### config.mk
export PLATFORM = sky130hd
export DESIGN_NAME = seg_frame_arbiter_flat
export DESIGN_NICKNAME = d
export VERILOG_FILES = /design/src/rtl/seg_frame_arbiter_if.sv /design/src/rtl/seg_frame_arbiter.sv /design/src/flat_wrapper.sv
export SDC_FILE = /design/constraint.sdc
export NUM_CORES = 1
export LEC_CHECK = 0
export BUFFER_PORTS_ARGS = -buffer_cell sky130_fd_sc_hd__buf_2
export CAP_MARGIN = 20
export CORE_ASPECT_RATIO = 1.4
export CORE_MARGIN = 2
export CORE_UTILIZATION = 36
export CTS_CLUSTER_DIAMETER = 120
export DETAILED_ROUTE_END_ITERATION = 10
export GPL_ROUTABILITY_DRIVEN = 0
export GPL_TIMING_DRIVEN = 1
export PLACE_DENSITY = 0.65
export SLEW_MARGIN = 0
export SYNTH_ARGS = -nofsm -noshare
export SYNTH_HDL_FRONTEND = slang
export SYNTH_SLANG_ARGS = --single-unit
### constraint.sdc
create_clock -name clk -period 8 [get_ports clk]
set_input_delay 2.4 -clock clk [delete_from_list [all_inputs] [get_ports clk]]
set_output_delay 2.4 -clock clk [all_outputs]
set_load 0.02 [all_outputs]
### src/rtl/seg_frame_arbiter_if.sv
// rtl/seg_frame_arbiter_if.sv - requester and scan-driver bundle for the seven-segment frame arbiter
interface seg_frame_arbiter_if #(
  parameter int NUM_REQ = 4
);
  logic [NUM_REQ-1:0]    req;
  logic [64*NUM_REQ-1:0] frame_in;
  logic [NUM_REQ-1:0]    blink_in;
  logic [NUM_REQ-1:0]    grant;
  logic [63:0]           frame_out;
  logic                  frame_valid;
  logic                  switch_pulse;

  modport master (
    output req, frame_in, blink_in,
    input  grant, frame_out, frame_valid, switch_pulse
  );

  modport slave (
    input  req, frame_in, blink_in,
    output grant, frame_out, frame_valid, switch_pulse
  );
endinterface

### src/rtl/seg_frame_arbiter.sv
// rtl/seg_frame_arbiter.sv - grants the 8-digit display to one frame producer; index 0 preempts, others rotate after a dwell
// Optional per-owner blinking is built when SEG_ARB_BLINK_EN is defined.
module seg_frame_arbiter #(
  parameter int NUM_REQ      = 4,
  parameter int DWELL_CYCLES = 50_000_000,
  parameter int BLINK_HALF   = 25_000_000
) (
  input logic              clk,
  input logic              rst,
  seg_frame_arbiter_if.slave bus
);
  localparam int          IW    = $clog2(NUM_REQ);
  localparam int          DW    = $clog2(DWELL_CYCLES + 1);
  localparam logic [63:0] BLANK = {8{8'hFF}};

  typedef enum logic [1:0] {IDLE, SHOW, FREE} state_t;

  state_t             state;
  logic [IW-1:0]      owner;
  logic [IW-1:0]      last;
  logic [IW-1:0]      nxt;
  logic [IW-1:0]      rr_idx;
  logic [DW-1:0]      dwell;
  logic [NUM_REQ-1:0] pool;
  logic [NUM_REQ-1:0] upper;
  logic               rr_any;
  logic               take;
  logic               go_idle;
  logic               hide;

  // Round-robin: lowest pending index above last, otherwise lowest pending overall.
  always_comb begin
    pool    = bus.req & ~(NUM_REQ'(1) << owner);
    pool[0] = 1'b0;
    upper   = '0;
    for (int i = 1; i < NUM_REQ; i++) upper[i] = pool[i] && (i > int'(last));
    rr_any = |pool;
    rr_idx = '0;
    for (int i = NUM_REQ - 1; i >= 1; i--) if (pool[i]) rr_idx = IW'(i);
    for (int i = NUM_REQ - 1; i >= 1; i--) if (upper[i]) rr_idx = IW'(i);
  end

  always_comb begin
    take    = 1'b0;
    go_idle = 1'b0;
    nxt     = owner;
    if (state == IDLE || !bus.req[owner]) begin
      if (bus.req[0]) begin
        take = 1'b1;
        nxt  = '0;
      end else if (rr_any) begin
        take = 1'b1;
        nxt  = rr_idx;
      end else if (state != IDLE) begin
        go_idle = 1'b1;
      end
    end else if (owner != '0 && bus.req[0]) begin
      take = 1'b1;
      nxt  = '0;
    end else if (state == FREE && owner != '0 && rr_any) begin
      take = 1'b1;
      nxt  = rr_idx;
    end
  end

`ifdef SEG_ARB_BLINK_EN
  localparam int BW = $clog2(BLINK_HALF + 1);
  logic [BW-1:0] blink_cnt;
  logic          phase;
  logic          wrap;

  // hide looks at the phase the next output cycle will be in
  assign wrap = int'(blink_cnt) == BLINK_HALF - 1;
  assign hide = bus.blink_in[owner] && (phase ^ wrap);

  always_ff @(posedge clk or posedge rst) begin
    if (rst) begin
      blink_cnt <= '0;
      phase     <= 1'b0;
    end else if (take || go_idle || state == IDLE) begin
      blink_cnt <= '0;
      phase     <= 1'b0;
    end else begin
      blink_cnt <= wrap ? '0 : blink_cnt + 1'b1;
      phase     <= phase ^ wrap;
    end
  end
`else
  logic unused_blink;
  assign unused_blink = ^bus.blink_in;
  assign hide         = 1'b0;
`endif

  always_ff @(posedge clk or posedge rst) begin
    if (rst) begin
      state            <= IDLE;
      owner            <= '0;
      last             <= '0;
      dwell            <= '0;
      bus.grant        <= '0;
      bus.frame_out    <= BLANK;
      bus.frame_valid  <= 1'b0;
      bus.switch_pulse <= 1'b0;
    end else begin
      bus.switch_pulse <= take || go_idle;
      if (go_idle) begin
        state           <= IDLE;
        owner           <= '0;
        dwell           <= '0;
        bus.grant       <= '0;
        bus.frame_valid <= 1'b0;
        bus.frame_out   <= BLANK;
      end else if (take) begin
        state           <= (DWELL_CYCLES <= 1) ? FREE : SHOW;
        owner           <= nxt;
        dwell           <= '0;
        if (nxt != '0) last <= nxt;
        bus.grant       <= NUM_REQ'(1) << nxt;
        bus.frame_valid <= 1'b1;
        bus.frame_out   <= bus.frame_in[64*int'(nxt) +: 64];
      end else if (state != IDLE) begin
        // FREE is entered on the edge where dwell becomes DWELL_CYCLES-1
        if (state == SHOW) begin
          dwell <= dwell + 1'b1;
          if (int'(dwell) + 2 >= DWELL_CYCLES) state <= FREE;
        end
        bus.frame_out <= hide ? BLANK : bus.frame_in[64*int'(owner) +: 64];
      end
    end
  end
endmodule

### src/flat_wrapper.sv
// flat-port wrapper written by rule: the top's interface ports become plain ports
module seg_frame_arbiter_flat 
#(
  parameter int NUM_REQ      = 4,
  parameter int DWELL_CYCLES = 50_000_000,
  parameter int BLINK_HALF   = 25_000_000
)
  (clk, rst, bus_req, bus_frame_in, bus_blink_in, bus_grant, bus_frame_out, bus_frame_valid, bus_switch_pulse);
  seg_frame_arbiter_if #(.NUM_REQ(NUM_REQ)) bus_i ();
  input logic clk;
  input logic rst;
  input wire logic [$bits(bus_i.req)-1:0] bus_req;
  input wire logic [$bits(bus_i.frame_in)-1:0] bus_frame_in;
  input wire logic [$bits(bus_i.blink_in)-1:0] bus_blink_in;
  output wire logic [$bits(bus_i.grant)-1:0] bus_grant;
  output wire logic [$bits(bus_i.frame_out)-1:0] bus_frame_out;
  output wire logic [$bits(bus_i.frame_valid)-1:0] bus_frame_valid;
  output wire logic [$bits(bus_i.switch_pulse)-1:0] bus_switch_pulse;
  assign bus_i.req = bus_req;
  assign bus_i.frame_in = bus_frame_in;
  assign bus_i.blink_in = bus_blink_in;
  assign bus_grant = bus_i.grant;
  assign bus_frame_out = bus_i.frame_out;
  assign bus_frame_valid = bus_i.frame_valid;
  assign bus_switch_pulse = bus_i.switch_pulse;
  seg_frame_arbiter #(.NUM_REQ(NUM_REQ), .DWELL_CYCLES(DWELL_CYCLES), .BLINK_HALF(BLINK_HALF)) u_core (.clk(clk), .rst(rst), .bus(bus_i));
endmodule
==> impl_metrics.json <==
{
  "outcome": "finished clean",
  "r2r_slack_ps": 4760,
  "cp-end-kind": "flip-flop",
  "crit_path_end": "u_core.bus.frame_out[60]",
  "hold_viol_final": 0,
  "diodes": 0,
  "via_per_inst": 5.08,
  "path_max_fanout": 55,
  "start_util_pct": 36.5,
  "portBuffers": 331,
  "wl_mm": 21.6,
  "routedWlPerCell_microns": 18.3,
  "htree_levels": 3,
  "path_clk_slew_ps": 70,
  "cts_buffers": 9,
  "grt_pass1_vias": 5883,
  "rr_startpoint": "u_core.owner[0]",
  "r2r_end": "u_core.bus.frame_out[60]",
  "fmax_mhz": 205,
  "cts_sinks": 102,
  "drtAntennaViolNets": 0,
  "grt_max_degree": 76,
  "core-area_sq_mm": 0.0185,
  "synth.largest_area_cell": "dfstp_2",
  "ys_top_cells_by_count": "mux2i_1 (129), nor2_1 (113), dfstp_2 (64), a221oi_2 (60), dfrtp_1 (38)",
  "hold_path.class": "flip-flop to flip-flop",
  "rows": 59,
  "netlist_area_sq_mm": 0.00677,
  "fin_nets": 1201,
  "hpwl_mm": 16.8,
  "tns_ps": 0,
  "clockRootBuffer": "clkbuf_16",
  "synth_warnings": 0,
  "drcViolationCount": 0,
  "yosysTopAreaCellShare_pct": 24.8,
  "synth_area_per_cell_sq_um": 10.7,
  "post_cts_buffers": 0,
  "synth_cell_types": 63,
  "synth_seq_cells": 102,
  "fp.dieH_microns": 166,
  "fin_crit_sh_pct": 60.9,
  "die-area_sq_mm": 0.0199,
  "fin_crit_ps": 4870,
  "synth-edff-count": 0,
  "setup_slack_ps": 3130,
  "cts_tree": "done",
  "ff2ff_path_depth": 7,
  "grt_overflow": 0,
  "postCtsHoldBufs": 0,
  "syn-num-nets": 901,
  "area_growth_pct": 30.7,
  "drive_gt1_share_pct": 52.4,
  "ys_seq_area_share_pct": 38.9,
  "dpl_worst_slack_ps": 2770,
  "grt_pass1_wl_mm": 32.5,
  "synthCells": 632,
  "synth-main-ff-cell": "dfstp_2",
  "vdd_drop_max_v": 0.000106,
  "worstMarginPinSlew_ps": 958,
  "clock_latency_ps": 340,
  "cp-startpoint": "bus_req[0]",
  "cap_violations": 0,
  "num_vias": 5996,
  "cp_data_arrival_time_ps": 5110,
  "rsz0062_at_grt": "false",
  "slew_violations": 0,
  "async_flop_share_pct": 100,
  "fin_skew_ps": 7.78,
  "ctsResizeCount": 0,
  "synth.most_common_cell": "mux2i_1",
  "worstPathRequired_ps": 8240,
  "setup_viol": 0,
  "clk_path_buf_depth": 2,
  "antenna_found_initial": 2,
  "relSlewSlack_pct": 36.1,
  "leakage_nw": 3.75,
  "ios": 336,
  "power_density_mw_per_mm2": 294,
  "first_iter_violations": 256,
  "worst-setup-path-type": "input port to flip-flop",
  "die_x_microns": 120,
  "hold_depth": 1,
  "synthTopCellsByArea": "dfstp_2 (25%), mux2i_1 (19%), dfrtp_1 (14%), a221oi_2 (13%), nor2_1 (6.3%)",
  "drtPass1Iterations": 4,
  "grt_usage_pct": 20.9,
  "cp-start-kind": "input port"
}
-- metal layers --
layer	vias up	global-route usage [%]	wire, microns
met5	-	0	21
met2	207	36.0	10800
met4	4	6.55	462
li1	2940	-	-
met1	2816	24.4	8330
met3	29	7.11	1990
-- how the worst min path moves through the flow --
stage	startpoint	to	slack [ps]
2_1_floorplan	u_core.last[1]	u_core.last[1]	460
3_3_place_gp	u_core.last[1]	u_core.last[1]	480
3_5_place_dp	u_core.bus.grant[2]	u_core.bus.grant[2]	480
4_1_cts	u_core.bus.grant[2]	u_core.bus.grant[2]	510
5_1_grt	u_core.bus.frame_valid	u_core.bus.frame_valid	530
6_report	u_core.bus.grant[2]	u_core.bus.grant[2]	500
-- sequential cells by signal, summed over array words and instances (netlist names) --
signal and count:
u_core.bus.switch_pulse 1, u_core.dwell 26, u_core.owner 2, u_core.last 2, u_core.bus.frame_valid 1, u_core.state 2, u_core.bus.frame_out 64, u_core.bus.grant 4
-- worst max-delay path: stages --
cell,delay (ps)
buf_2,180
mux4_2,560
o21ai_2,110
o2111ai_2,230
o32ai_4,200
buf_4,750
mux2i_1,300
a221oi_1,310
-- layout make-up --
cell class                      instances  area, sq um
Sequential cell                       102         2630
Inverter                                8         32.5
Timing Repair Buffer                  338         1720
Fill cell                            1784         9680
Tap cell                              244          305
Clock buffer                           12          258
Clock inverter                          3         66.3
Multi-Input combinational cell        473         3830
-- layout by cell type, fill, tap and decap left out, types with 5 or more instances in the layout --
| cell | Yosys | routed |
|---|---|---|
| mux2i_1 | 129 | 129 |
| nand3_1 | 14 | 14 |
| buf_2 | 9 | 331 |
| nand2_1 | 27 | 27 |
| dfstp_2 | 64 | 64 |
| xnor2_1 | 19 | 19 |
| xor2_1 | 14 | 14 |
| nand4_1 | 14 | 14 |
| buf_4 | 18 | 6 |
| o21ai_0 | 7 | 7 |
| nor2_1 | 113 | 113 |
| clkbuf_16 | 0 | 10 |
| a221oi_2 | 60 | 60 |
| inv_1 | 7 | 6 |
| dfrtp_1 | 38 | 38 |
| nand2b_1 | 5 | 5 |
| nor3_1 | 10 | 10 |
-- stage by stage --
stage	util [%]	cells	power [mW]	hold WS [ps]	instance area, sq um
2_1_floorplan	-	632	1.78	464	6770
3_3_place_gp	46.0	1165	2.13	479	8530
3_5_place_dp	46.0	1165	2.15	484	8530
4_1_cts	47.8	1180	2.64	506	8850
5_1_grt	47.8	1180	2.75	526	8850
6_report	47.8	1180	2.60	503	8850
-- cells by family after synthesis --
logic type | share of synthesized area, %
muxes | 19.6
xor gates and xnor gates | 4.27
adders and majority gates | 0.554
buffers and inverters | 4.79
AOI/OAI and AO/OA | 18.0
and+or+nand+nor | 13.9
DFF | 38.9
-- where the power goes --
group | leakage (nW) | switching [mW] | internal, mW
sequential | 1.18 | 0.100 | 0.779
combinational | 2.41 | 0.748 | 0.496
clock | 0.158 | 0.186 | 0.292
total | 3.75 | 1.03 | 1.57
Note: power is estimated with default switching activity, not from simulation.
